### src/rtl/divisor_ctrl.sv
// rtl/divisor_ctrl.sv - push-button front end and sequencer for a 4-bit divider
// Optional button debounce is enabled with `define DIVISOR_CTRL_DEBOUNCE_EN.

module divisor_ctrl_btn #(
    parameter int DEB_CYCLES = 4
) (
    input  logic clk,
    input  logic rst,
    input  logic btn,
    input  logic filled,
    output logic press
);
    logic s1, s2;
    logic lvl, lvl_q, armed;

    always_ff @(posedge clk or negedge rst) begin
        if (!rst) begin
            s1 <= 1'b1;
            s2 <= 1'b1;
        end else begin
            s1 <= btn;
            s2 <= s1;
        end
    end

`ifdef DIVISOR_CTRL_DEBOUNCE_EN
    localparam int CW = $clog2(DEB_CYCLES + 1);
    logic [CW-1:0] deb_cnt;

    // lvl only follows s2 once it has disagreed for DEB_CYCLES samples in a row
    always_ff @(posedge clk or negedge rst) begin
        if (!rst) begin
            lvl     <= 1'b1;
            deb_cnt <= '0;
        end else if (s2 == lvl) begin
            deb_cnt <= '0;
        end else if (deb_cnt == CW'(DEB_CYCLES - 1)) begin
            lvl     <= s2;
            deb_cnt <= '0;
        end else begin
            deb_cnt <= deb_cnt + 1'b1;
        end
    end
`else
    assign lvl = s2;
`endif

    // A button must be seen released after reset before its first press counts
    always_ff @(posedge clk or negedge rst) begin
        if (!rst) begin
            lvl_q <= 1'b1;
            armed <= 1'b0;
        end else begin
            lvl_q <= lvl;
            armed <= armed | (s2 & filled);
        end
    end

    assign press = armed & lvl_q & ~lvl;
endmodule

module divisor_ctrl #(
    parameter int DEB_CYCLES = 4,
    parameter int WAIT_MAX   = 64
) (
    input  logic       clk,
    input  logic       rst,
    input  logic       up,
    input  logic       down,
    input  logic       ok,
    output logic [3:0] num,
    output logic [3:0] den,
    output logic       start,
    input  logic       done,
    input  logic [3:0] quot,
    input  logic [3:0] rem,
    output logic [3:0] leds,
    output logic       busy,
    output logic       err
);
    localparam int WW = $clog2(WAIT_MAX + 1);

    typedef enum logic [2:0] {
        LOAD_NUM,
        LOAD_DEN,
        START,
        WAIT,
        SHOW_Q,
        SHOW_R,
        ERR
    } state_t;

    state_t        state, state_n;
    logic [3:0]    num_n, den_n, q_reg, q_n, r_reg, r_n;
    logic [WW-1:0] wait_cnt, wait_cnt_n;
    logic [1:0]    fill_cnt;
    logic          filled;
    logic          up_p, down_p, ok_p, inc, dec;

    // Synchronizer contents are meaningless until two samples have passed through
    always_ff @(posedge clk or negedge rst) begin
        if (!rst) fill_cnt <= 2'd0;
        else if (!filled) fill_cnt <= fill_cnt + 2'd1;
    end
    assign filled = (fill_cnt == 2'd2);

    divisor_ctrl_btn #(.DEB_CYCLES(DEB_CYCLES)) u_up (
        .clk(clk), .rst(rst), .btn(up), .filled(filled), .press(up_p)
    );
    divisor_ctrl_btn #(.DEB_CYCLES(DEB_CYCLES)) u_down (
        .clk(clk), .rst(rst), .btn(down), .filled(filled), .press(down_p)
    );
    divisor_ctrl_btn #(.DEB_CYCLES(DEB_CYCLES)) u_ok (
        .clk(clk), .rst(rst), .btn(ok), .filled(filled), .press(ok_p)
    );

    // ok wins over edits; up and down together cancel
    assign inc = up_p & ~down_p & ~ok_p;
    assign dec = down_p & ~up_p & ~ok_p;

    always_ff @(posedge clk or negedge rst) begin
        if (!rst) begin
            state    <= LOAD_NUM;
            num      <= 4'd0;
            den      <= 4'd0;
            q_reg    <= 4'd0;
            r_reg    <= 4'd0;
            wait_cnt <= '0;
        end else begin
            state    <= state_n;
            num      <= num_n;
            den      <= den_n;
            q_reg    <= q_n;
            r_reg    <= r_n;
            wait_cnt <= wait_cnt_n;
        end
    end

    always_comb begin
        state_n    = state;
        num_n      = num;
        den_n      = den;
        q_n        = q_reg;
        r_n        = r_reg;
        wait_cnt_n = wait_cnt;
        case (state)
            LOAD_NUM: begin
                if (ok_p)     state_n = LOAD_DEN;
                else if (inc) num_n = num + 4'd1;
                else if (dec) num_n = num - 4'd1;
            end
            LOAD_DEN: begin
                if (ok_p)     state_n = (den != 4'd0) ? START : ERR;
                else if (inc) den_n = den + 4'd1;
                else if (dec) den_n = den - 4'd1;
            end
            START: begin
                state_n    = WAIT;
                wait_cnt_n = '0;
            end
            WAIT: begin
                if (done) begin
                    q_n     = quot;
                    r_n     = rem;
                    state_n = SHOW_Q;
                end else if (wait_cnt == WW'(WAIT_MAX - 1)) begin
                    state_n = ERR;
                end else begin
                    wait_cnt_n = wait_cnt + 1'b1;
                end
            end
            SHOW_Q: if (ok_p) state_n = SHOW_R;
            SHOW_R: if (ok_p) state_n = LOAD_NUM;
            ERR:    if (ok_p) state_n = LOAD_NUM;
            default: state_n = LOAD_NUM;
        endcase
    end

    always_comb begin
        start = 1'b0;
        busy  = 1'b0;
        err   = 1'b0;
        leds  = 4'h0;
        case (state)
            LOAD_NUM: leds = num;
            LOAD_DEN: leds = den;
            START: begin
                start = 1'b1;
                busy  = 1'b1;
            end
            WAIT:   busy = 1'b1;
            SHOW_Q: leds = q_reg;
            SHOW_R: leds = r_reg;
            ERR: begin
                err  = 1'b1;
                leds = 4'hF;
            end
            default: leds = 4'h0;
        endcase
    end
endmodule

### config.mk
export PLATFORM = sky130hd
export DESIGN_NAME = divisor_ctrl
export DESIGN_NICKNAME = d
export VERILOG_FILES = /design/src/rtl/divisor_ctrl.sv
export SDC_FILE = /design/constraint.sdc
export NUM_CORES = 1
export LEC_CHECK = 0
export ABC_CLOCK_PERIOD_IN_PS = 3100
export BUFFER_PORTS_ARGS = -buffer_cell sky130_fd_sc_hd__buf_2
export CORE_AREA = 2 2 71 73
export DETAILED_ROUTE_END_ITERATION = 12
export DIE_AREA = 0 0 73 75
export SLEW_MARGIN = 20
export SYNTH_ARGS = -nofsm -noshare
export SYNTH_HDL_FRONTEND = slang
export SYNTH_SLANG_ARGS = --single-unit
### constraint.sdc
create_clock -name clk -period 3.1 [get_ports clk]
set_clock_uncertainty 0.15 [all_clocks]
set_input_delay 0.31 -clock clk [delete_from_list [all_inputs] [get_ports clk]]
set_output_delay 0.31 -clock clk [all_outputs]
set_load 0.01 [all_outputs]
# Word-level counts from Yosys, hierarchy flattened
# Index checks and enable logic that the tools add are counted.
# W data, S select, Z words.
[totals] input_bits=14 register_bits=40
[op_classes] n_reduce_logical=11 n_mux=19 eq_ne=15 addsub=6 bitwise=22
[ops] op="$mux W3" count=7
[ops] op="$pmux W4 S5" count=1
[ops] op="$pmux W3 S6" count=1
[ops] op="$mux W4" count=4
[ops] op="$mux W7" count=2
[ops] op="$pmux W7 S2" count=1
[ops] op="$and A1 B1 Y1" count=13
[ops] op="$ne A2 B2 Y1 const B" count=5
[ops] op="$eq A3 B3 Y1 const B" count=3
[ops] op="$reduce_and A3 Y1" count=3
[ops] op="$add A4 B1 Y4 const B" count=2
[ops] op="$sub A4 B1 Y4 const B" count=2
[ops] op="$add A7 B1 Y7 const B" count=1
[ops] op="$eq A7 B6 Y1 const B" count=1
[ops] op="$eq A3 B2 Y1 const B" count=2
[ops] op="$not A1 Y1" count=6
[ops] op="$reduce_and A5 Y1" count=1
[ops] op="$reduce_bool A2 Y1" count=2
[ops] op="$reduce_bool A4 Y1" count=1
[ops] op="$reduce_or A2 Y1" count=2
[ops] op="$eq A3 B1 Y1 const B" count=1
[ops] op="$logic_not A3 Y1" count=1
[ops] op="$mux W1" count=3
[ops] op="$ne A3 B3 Y1 const B" count=1
[ops] op="5 further kinds" count=7

# Longest topological paths before layout
# Gate-level depths: netlist (run 1).
[depth] ltp_word=7 mapped_depth=9

# Hierarchy
# A second synthesis (run 1) with hierarchy kept.
[hier_totals] cells_unflattened=165 area_unflattened_um2=1960.6
[modules_own_cells] module="divisor_ctrl" n_inst=1 area_each_um2=1596.5 cells_each=147
[modules_own_cells] module="divisor_ctrl_btn" n_inst=3 area_each_um2=121.4 cells_each=6

# Worst setup path after synthesis (run 1)
# Ideal clock, no wire load.
[synth_timing] kind="register to register" from="register u_down.s2 (netlist: u_down.lvl)" to="register num[3]" setup_time_ps=80 setup_slack_ps=698 arrival_ps=2172 t_required_ps=2870 period_less_slack_ps=2402 path_stages_with_launch=10 path_cell_list="dfstp_2 > and3b_1 > nor2_2 > nand2_1 > ha_1 > a21o_1 > a21oi_1 > mux2_2 > nand2_1 > xnor2_1"
[synth_via] elab_chain_cells=7 word_cells_on_any_way=10
[synth_rtl] element="start: declaration" line="13" rtl="logic s1, s2;"
[synth_rtl] element="start signal: assignment" line="19" rtl="s2 <= 1'b1;"
[synth_rtl] element="start signal: assignment" line="22" rtl="s2 <= s1;"
[synth_rtl] element="$not A1 Y1 *" line="59" rtl="assign press = armed & lvl_q & ~lvl;"
[synth_rtl] element="$and A1 B1 Y1 *" line="59"
[synth_rtl] element="$not A1 Y1" line="118" rtl="assign inc = up_p & ~down_p & ~ok_p;"
[synth_rtl] element="$and A1 B1 Y1 (2 in series)" line="118"
[synth_rtl] element="$reduce_bool A2 Y1 (no line)"
[synth_rtl] element="$reduce_and A3 Y1 (no line)"
[synth_rtl] element="end signal: assignment" line="131" rtl="num <= num_n;"
[synth_rtl] element="end: declaration" line="71" rtl="output logic [3:0] num,"
# Mark *: on every way between the ends. The rest lies on a longest branch, timed or not.
# A chain may end at the register's enable or synchronous reset.

# Worst setup path in the final report (run 1)
# Same ends and word-level chain as after synthesis.

==> results of run 1 <==
-- cells by family (layout without fill, tap and decap cells) --
kind of cell,Yosys count,count (layout)
xor+xnor,9,9
simple gates,56,56
mux,18,18
compound gates,32,32
fa+ha+maj,8,8
buf+inv,7,41
flops,40,40
-- worst max-delay path, cell delays in order (launching register included) --
cell and delay, ns:
dfstp_2 0.54, and3b_1 0.19, nor2_2 0.22, nand2_1 0.22, ha_1 0.34, a21o_1 0.18
a21oi_1 0.15, mux2_2 0.34, nand2_1 0.08, xnor2_1 0.11
-- power by group through the flow --
stage / Sequential (mW) / Clock (mW) / Combinational (mW)
final: 0.862 / 0.350 / 0.721
after global routing: 0.887 / 0.380 / 0.802
after CTS: 0.862 / 0.362 / 0.732
after detailed placement: 0.867 / 0 / 0.722
after global placement: 0.864 / 0 / 0.705
after floorplan: 0.797 / 0 / 0.557
-- metal layers --
layer / global-route usage (%) / up-vias / part of all wire (%)
li1: - / 665 / -
met1: 17.4 / 668 / 42
met2: 27.9 / 21 / 53
met3: 3.21 / 8 / 3.6
met4: 8.02 / 0 / 2.0
met5: 0 / - / 0
-- final cells by class --
type,instances,area (um2)
fillers,448,2420
flip-flops and latches,40,1010
multi-input cells,123,893
repair buffers,31,170
clock buffers,8,90.1
well taps,54,67.6
inverters,2,7.51
-- through the flow --
stage	hold slack, ns	setup WS (ns)
global route	0.0719	0.367
detailed placement	0.198	0.517
global placement	0.196	0.626
CTS	0.0193	0.483
floorplan	-0.136	0.698
finish	-0.00635	0.492
-- layout by cell type, fill, tap and decap left out, types with 2 or more instances in the layout --
cell / n
o22ai_1: 4
a31oi_1: 3
mux2_2: 12
clkbuf_1: 2
dfrtp_1: 31
dlygate4sd3_1: 3
buf_2: 28
or3_1: 2
xnor2_1: 5
clkbuf_8: 6
or2_1: 2
nand2_1: 12
nand3_1: 6
mux2_4: 2
o21ai_1: 2
fa_1: 2
a21o_1: 5
nor2_1: 17
o21ai_0: 7
mux2i_1: 4
inv_1: 2
xor2_1: 4
dfstp_2: 9
nor3_1: 3
ha_1: 6
a21oi_1: 7
nand2b_1: 2
-- worst paths after layout --
kind | startpoint | endpoint | slack, ns | depth (start not counted)
max reg2reg | u_down.lvl | num[3] | 0.49 | 9
min | rst | num[2] | -0.006 | 1
min reg2reg | u_ok.s1 | u_ok.lvl | 0.21 | 0
max in group asynchronous | rst | u_ok.armed | 2.26 | 1
min in group clk | quot[1] | q_reg[1] | 0.10 | 2
max | u_down.lvl | num[3] | 0.49 | 9
==> metrics.md, run 1 <==
| Metric | Value |
|---|---|
| Result of the run | finished, violations left |
| Failing checks | negative hold slack |
| First-pass GRT wire length | 6.44 mm |
| Total GRT Usage | 15.5% |
| Die height | 75 um |
| Drt pass-1 iters | 4 |
| DRC errors left | 0 |
| Synth Register Bits | 40 |
| Post-layout util | 48.1% |
| Post-Synth Adder-Cell Area | 5.93% |
| Die Wd | 73 um |
| Final global-route overflow total | 0 |
| Post-route ant nets | 0 |
| CTS tree | yes |
| Core Region | 4660 um2 |
| Setup TNS | 0 ns |
| Synth unique cells | 42 |
| Cell Area, Placed | 2120 um2 |
| Area leader, netlist | dfrtp_1 |
| Drt wl/cell | 14.6 um |
| Synth area leaders | dfrtp_1, dfstp_2, mux2_2 |
| Seq pwr share | 44.6% |
| Setup violators final | 0 |
| Hpwl dp | 2.69 mm |
| Via-to-Cell Ratio | 5.28 |
| Cells after DPL | 247 |
| WL final | 3.78 mm |
| Simple-gate share of the synthesized area | 14.7% |
| Starting density of the core | 41.7% |
| Antenna violations before repair | 0 |
| Inserted Clock Buffers | 5 |
| Main combinational cell family by area after synthesis | simple AND/OR/NAND/NOR gates |
| CTS Hold Bufs | 3 |
| Die area | 5480 um2 |
| Final Hold Fails | 22 |
| Design Power | 1.93 mW |
| CP Launch Type | register |
| Max_slew headroom | 40.6% |
| Fin area | 2240 um2 |
| Power Density | 863 nW/um2 |
| PostCTS Resize Cnt | 0 |
| Async S/R FF share, synth | 100% |
| Fmax | 0.383 GHz |
| Switch Pwr | 714 uW |
| Most common cell in the netlist | dfrtp_1 |
| Fin nets | 225 |
| Synth Instances | 170 |
| Endpoint class of the critical path | register |
| Syn Area/Cell | 11.4 um2 |
| CP Data Required Time | 3.16 ns |
| Routability cong. | 0.760 |
| Commonest register cell after synthesis | dfrtp_1 |
| Share of layout cells above drive strength 1 | 31.4% |
| Layout area overhead | 15.4% |
| Slew Viols, Final | 0 |
| EDFF count, synth | 0 |
| Max Buffers Root-to-Sink | 2 |
| Most frequent cells after synthesis | dfrtp_1, nor2_1, mux2_2, nand2_1, dfstp_2 |
| Max_cap viols | 0 |
| Rows | 25 |
| Clk pwr share | 18.1% |
| Vias in the first global route | 1,461 |
| Slew @ Worst Pin | 0.891 ns |
| CP max FO | 6 |
| YS warnings | 0 |
| Largest net degree at the start of global routing | 41 |
| Leakage power | 1.01 nW |
| Crit path kind | reg -> reg |
| Clk slew on worst S/H paths | 0.07 ns |
| Int Pwr | 1.22 mW |
| Cell Count, Final, Fillers Out | 258 |
| Synth top area share | 39.9% |
| Tcrit/Tclk final | 84.1% |
| Worst hold path type | in -> async |
| Root buf cell | clkbuf_8 |
| Later-pin clock latency in the skew report | 0.29 ns |
| Net count after synthesis | 192 |
| DRT iter0 DRCs | 58 |
| Synth Area in XOR/XNOR | 4.06% |
| Cell Area, Synth | 1940 um2 |
| Register bank with the most flops | wait_cnt |
| RSZ-0062 raised after global routing | false |
| Hold slack | -0.00635 ns |
| Synth Area in Compound Gates | 10.8% |
| Logic gate share of total power | 37.3% |
| Sink Count | 40 |
| Buffers on Ports | 28 |
| Detailed-route via count | 1,362 |
| H-tree levels | 2 |
| Antenna diodes | 0 |
| Top Ports | 29 |
| Worst path arrival time | 2.67 ns |
| Mux cell area share after synthesis | 10.6% |
| Worst vdd ir | 0.365 mV |
| Post-synthesis sequential area ratio | 52.1% |
| Postcts setup bufs | 0 |
| Max reg flops | 7 |
| Switching part of the total | 37.0% |
| Post-layout min period | 2.61 ns |
Note: power is estimated with default switching activity, not from simulation.
==> run 2, diff against run 1 <==
ABC_CLOCK_PERIOD_IN_PS = 2600   (was 3100)
clock period = 2.6 ns   (was 3.1 ns; I/O delays follow)
==> metrics.md, run 2 (synthesis gave the netlist of run 1 again) <==
| Metric | Value |
|---|---|
| # fillers | 429 (-4.2%) |
| Hold path cells | 2 |
| Detailed-route via count | 1,358 (-0.29%) |
| Antenna violations before repair | 0 (unchanged) |
| RR Startpoint | u_down.lvl |
| Cells after DPL | 248 (+0.40%) |
| Delay of the slowest cell on the worst path | 0.54 ns (about the same) |
| CP Data Required Time | 2.66 ns (-0.50 ns) |
| H-tree levels | 2 (unchanged) |
| Max reg flops | 7 (unchanged) |
| RSZ-0062 raised after global routing | false |
| Multi-input logic area | 896 um2 (+0.28%) |
| Die area | 5480 um2 (unchanged) |
| Result of the run | finished clean |
| Later-pin clock latency in the skew report | 0.28 ns (about the same) |
| Vias in the first global route | 1,346 (-7.9%) |
| Setup violators final | 0 (unchanged) |
| CP Launch Type | register |
| Root buf cell | clkbuf_8 |
| Core Region | 4660 um2 (unchanged) |
| Most frequent cells in the layout | dfrtp_1, buf_2, nor2_1 |
| Final global-route overflow total | 0 (unchanged) |
| WL final | 3.62 mm (-4.0%) |
| Worst hold path type | in -> reg |
| Largest net degree at the start of global routing | 41 (unchanged) |
| CP max FO | 5 (-1) |
| Register bank with the most flops | wait_cnt |
| Slew @ Worst Pin | 0.863 ns (-0.0279 ns) |
| Setup TNS | 0 ns (unchanged) |
| Antenna diodes | 0 (unchanged) |
| Endpoint class of the critical path | register |
| Cell Count, Final, Fillers Out | 260 (+0.78%) |
| Hold slack | 0.0504 ns (+0.0568 ns) |
| Routability cong. | 0.756 (-0.51%) |
| Tcrit/Tclk final | 94.3% (+10 points) |
| DRT iter0 DRCs | 40 (-31%) |
| First-pass GRT wire length | 6.15 mm (-4.4%) |
| Ordered list of cells on the worst path | and3b_1 > nor2_2 > nand2_2 > ha_1 > a21o_1 > a21oi_1 > mux2_2 > nand2_1 > xnor2_1 |
| Total GRT Usage | 14.7% (-0.83 points) |
| Fin nets | 227 (+0.89%) |
| Fin area | 2260 um2 (+0.89%) |
| Register area | 1010 um2 (unchanged) |
| Hold_sp | rem[0] |
| Worst r2r path cells | 9 (unchanged) |
| CP startpoint | u_down.lvl |
| DRC errors left | 0 (unchanged) |
| Drt wl/cell | 13.9 um (-4.8%) |
| Slew Viols, Final | 0 (unchanged) |
| Inserted Clock Buffers | 5 (unchanged) |
| Die Wd | 73 um (unchanged) |
| Top Family by Delay on Critical Path | simple AND/OR/NAND/NOR gates |
| Drt pass-1 iters | 4 (unchanged) |
| Post-route ant nets | 0 (unchanged) |
| Post-layout min period | 2.45 ns (-0.155 ns) |
| Most common cell after layout, fill and taps aside | dfrtp_1 |
| Via-to-Cell Ratio | 5.22 (-1.1%) |
| Power Density | 1010 nW/um2 (+17%) |
| Hpwl dp | 2.67 mm (-0.71%) |
| Clk slew on worst S/H paths | 0.07 ns (about the same) |
| Buffers on Ports | 28 (unchanged) |
| CP Buf/Inv Count | 0 (unchanged) |
| Max_slew headroom | 42.5% (+1.9 points) |
| Starting density of the core | 41.7% (unchanged) |
| Share of layout cells above drive strength 1 | 32.0% (+0.67 points) |
| Slowest CP cell | dfstp_2 |
| Cell Area, Placed | 2130 um2 (+0.35%) |
| Max Buffers Root-to-Sink | 2 (unchanged) |
| Worst vdd ir | 0.328 mV (-9.9%) |
| Flop2flop setup slack | 0.15 ns (-0.34 ns) |
| Fmax | 0.408 GHz (+6.3%) |
| Sink Count | 40 (unchanged) |
| Die height | 75 um (unchanged) |
| Postcts setup bufs | 0 (unchanged) |
| Max_cap viols | 0 (unchanged) |
| Layout area overhead | 16.4% |
| Number of cells on the critical path | 9 (unchanged) |
| Top Ports | 29 (unchanged) |
| CTS tree | yes |
| Crit path kind | reg -> reg |
| Final Hold Fails | 0 (-100%) |
| Rows | 25 (unchanged) |
| Worst path arrival time | 2.51 ns (-0.16 ns) |
| Leakage power | 1.01 nW (+0.89%) |
| Design Power | 2.29 mW (+18%) |
==> run 2: power breakdown <==
| part | switching, mW | total [mW] | internal (mW) |
|---|---|---|---|
| clock network | 0.193 | 0.409 | 0.216 |
| logic | 0.396 | 0.849 | 0.453 |
| registers | 0.244 | 1.03 | 0.784 |
| total | 0.833 | 2.29 | 1.45 |
==> run 2: layer usage <==
layer | up-vias | global-route usage (%) | share of wire [%]
met2 | 23 | 24.5 | 51
met1 | 667 | 18.1 | 44
met3 | 7 | 4.69 | 3.9
li1 | 661 | - | -
met5 | - | 0 | 0
met4 | 0 | 4.94 | 1.4
==> run 2: final timing paths <==
| check | endpoint |
|---|---|
| max reg2reg | num[3] |
| min in group asynchronous | den[1] |
| min reg2reg | u_down.lvl |
| max | num[3] |
| max in group asynchronous | q_reg[0] |
| min | r_reg[0] |
==> run 2: area by class of cell <==
type,instances,area share [%]
clock buffer,8,3.98
timing repair buffer,33,8.30
inverter,2,0.332
multi-input combinational,123,39.6
tap,54,2.99
sequential,40,44.8
==> run 2: per-stage QoR <==
step	util, %	setup WS [ns]
floorplan	-	0.198
global placement	45.7	0.176
detailed placement	45.7	0.100
CTS	48.5	0.0728
global route	48.5	0.00606
finish	48.5	0.147
==> run 2: repair_timing <==
action                                 CTS  global route
hold buffers                             4             0
endpoints found under the hold margin   34             0
resized for setup                        0             1
setup endpoints to repair                0             1
==> run 3, diff against run 2 <==
HOLD_SLACK_MARGIN = 0.12   (was default)
==> metrics.md, run 3 (synthesis gave the netlist of run 1 again) <==
| Metric | Value |
|---|---|
| Result of the run | finished clean |
| Cell Count, Final, Fillers Out | 268 (+3.1%) |
| Slew @ Worst Pin | 0.866 ns (+0.00298 ns) |
| Routability cong. | 0.756 (unchanged) |
| Inserted Clock Buffers | 5 (unchanged) |
| Flop2flop setup slack | 0.15 ns (about the same) |
| Root buf cell | clkbuf_8 |
| Design Power | 2.30 mW (+0.56%) |
| Hpwl dp | 2.67 mm (unchanged) |
| WL final | 3.67 mm (+1.2%) |
| Sink Count | 40 (unchanged) |
| Via-to-Cell Ratio | 5.19 (-0.63%) |
| Worst path arrival time | 2.51 ns (about the same) |
| Leakage power | 1.05 nW (+3.3%) |
| Most common cell after layout, fill and taps aside | dfrtp_1 |
| Max reg flops | 7 (unchanged) |
| Post-route ant nets | 0 (unchanged) |
| Worst vdd ir | 0.328 mV (about the same) |
| Cells after DPL | 248 (unchanged) |
| Later-pin clock latency in the skew report | 0.28 ns (about the same) |
| Top Family by Delay on Critical Path | simple AND/OR/NAND/NOR gates |
| Power Density | 982 nW/um2 (-2.9%) |
| Max_slew headroom | 42.3% (-0.20 points) |
| CP Data Required Time | 2.66 ns (about the same) |
| RSZ-0062 raised after global routing | false |
| Tcrit/Tclk final | 94.3% (about the same) |
| # fillers | 425 (-0.93%) |
| Crit path kind | reg -> reg |
| RR Startpoint | u_down.lvl |
| First-pass GRT wire length | 6.22 mm (+1.0%) |
| CP Buf/Inv Count | 0 (unchanged) |
| H-tree levels | 2 (unchanged) |
| Starting density of the core | 41.7% (unchanged) |
| Fmax | 0.408 GHz (about the same) |
| CP Launch Type | register |
| Share of layout cells above drive strength 1 | 30.8% (-1.2 points) |
| Most frequent cells in the layout | dfrtp_1, buf_2, nor2_1 |
| Switch Pwr | 838 uW (+0.58%) |
| Total GRT Usage | 14.9% (+0.15 points) |
| Ordered list of cells on the worst path | and3b_1 > nor2_2 > nand2_2 > ha_1 > a21o_1 > a21oi_1 > mux2_2 > nand2_1 > xnor2_1 |
| Antenna violations before repair | 0 (unchanged) |
| Detailed-route via count | 1,391 (+2.4%) |
| WHS Endpoint | state[1] |
| Slew Viols, Final | 0 (unchanged) |
| FF-to-FF End | num[3] |
| Top Ports | 29 (unchanged) |
| Hold_sp | done |
| Multi-input logic area | 896 um2 (unchanged) |
| Layout area overhead | 20.6% |
| Die area | 5480 um2 (unchanged) |
| Int Pwr | 1.46 mW (+0.54%) |
| DRC errors left | 0 (unchanged) |
| Drt wl/cell | 13.7 um (-1.8%) |
| Largest net degree at the start of global routing | 41 (unchanged) |
| Post-layout min period | 2.45 ns (+0.000240 ns) |
| Logic gate share of total power | 37.3% (+0.2 points) |
| Final Hold Fails | 0 (unchanged) |
| Switching part of the total | 36.5% (about the same) |
| Antenna diodes | 0 (unchanged) |
| CP startpoint | u_down.lvl |
| Register area | 1010 um2 (unchanged) |
| Slowest CP cell | dfstp_2 |
| Buffers on Ports | 28 (unchanged) |
| Clk pwr share | 17.9% (about the same) |
| Setup TNS | 0 ns (unchanged) |
| Post-layout util | 50.2% (+1.7 points) |
| Fin nets | 235 (+3.5%) |
| DRT iter0 DRCs | 35 (-13%) |
| Die Wd | 73 um (unchanged) |
| Hold slack | 0.196 ns (+0.145 ns) |
| Endpoint class of the critical path | register |
| Core Region | 4660 um2 (unchanged) |
| Delay of the slowest cell on the worst path | 0.54 ns (about the same) |
| Register bank with the most flops | wait_cnt |
| CP max FO | 5 (unchanged) |
| Worst r2r path cells | 9 (unchanged) |
| Setup violators final | 0 (unchanged) |
| CTS tree | yes |
| Worst hold path type | in -> reg |
| Vias in the first global route | 1,365 (+1.4%) |
| Max Buffers Root-to-Sink | 2 (unchanged) |
| Drt pass-1 iters | 4 (unchanged) |
| Rows | 25 (unchanged) |
| Final global-route overflow total | 0 (unchanged) |
| Die height | 75 um (unchanged) |
| Max_cap viols | 0 (unchanged) |
| Hold path cells | 4 (+2) |
| Clk slew on worst S/H paths | 0.07 ns (about the same) |
| Seq pwr share | 44.8% (-0.2 points) |
==> run 3: layout make-up <==
class                           instances  area share (%)
Multi-Input combinational cell        123            38.3
Clock buffer                            8            3.85
Sequential cell                        40            43.2
Timing Repair Buffer                   41            11.4
Tap cell                               54            2.89
Inverter                                2           0.321
==> run 3: power groups by stage <==
stage | registers, mW | logic, mW | clock network (mW)
2_1_floorplan | 0.951 | 0.664 | 0
3_3_place_gp | 1.03 | 0.840 | 0
3_5_place_dp | 1.04 | 0.858 | 0
4_1_cts | 1.03 | 0.872 | 0.424
5_1_grt | 1.06 | 0.958 | 0.453
6_report | 1.03 | 0.858 | 0.410
==> run 3: worst max-delay path by stage <==
stage / end / slack [ns] / cells after the start
2_1_floorplan: num[3] / 0.20 / 9
3_3_place_gp: num[3] / 0.18 / 9
3_5_place_dp: num[3] / 0.10 / 9
4_1_cts: num[3] / 0.07 / 9
5_1_grt: num[3] / 0.006 / 9
6_report: num[3] / 0.15 / 9
==> run 3: worst reg2reg max path: stages, from the launching register on <==
cell and delay (ns):
dfstp_2 0.54, and3b_1 0.19, nor2_2 0.23, nand2_2 0.14, ha_1 0.28, a21o_1 0.17, a21oi_1 0.16, mux2_2 0.34
nand2_1 0.08, xnor2_1 0.11
==> run 3: metal layers <==
metal	share of wire, %	GRT usage [%]
met5	0	0
met4	1.1	4.94
met3	3.3	4.42
met2	51	25.2
met1	44	18.2
==> run 3: metrics by stage <==
step,setup WS [ns],instance area [um2]
final,0.147,2340
after global routing,0.00606,2340
after floorplan,0.198,1940
after global placement,0.176,2130
after detailed placement,0.100,2130
after CTS,0.0728,2340
==> run 3: repair_timing <==
| action | 4_1_cts | 5_1_grt |
|---|---|---|
| hold buffers | 12 | 0 |
| buffers inserted | 0 | 0 |
| endpoints found under the setup margin | 0 | 1 |
| hold endpoints to repair | 42 | 0 |
| resized for setup | 0 | 1 |
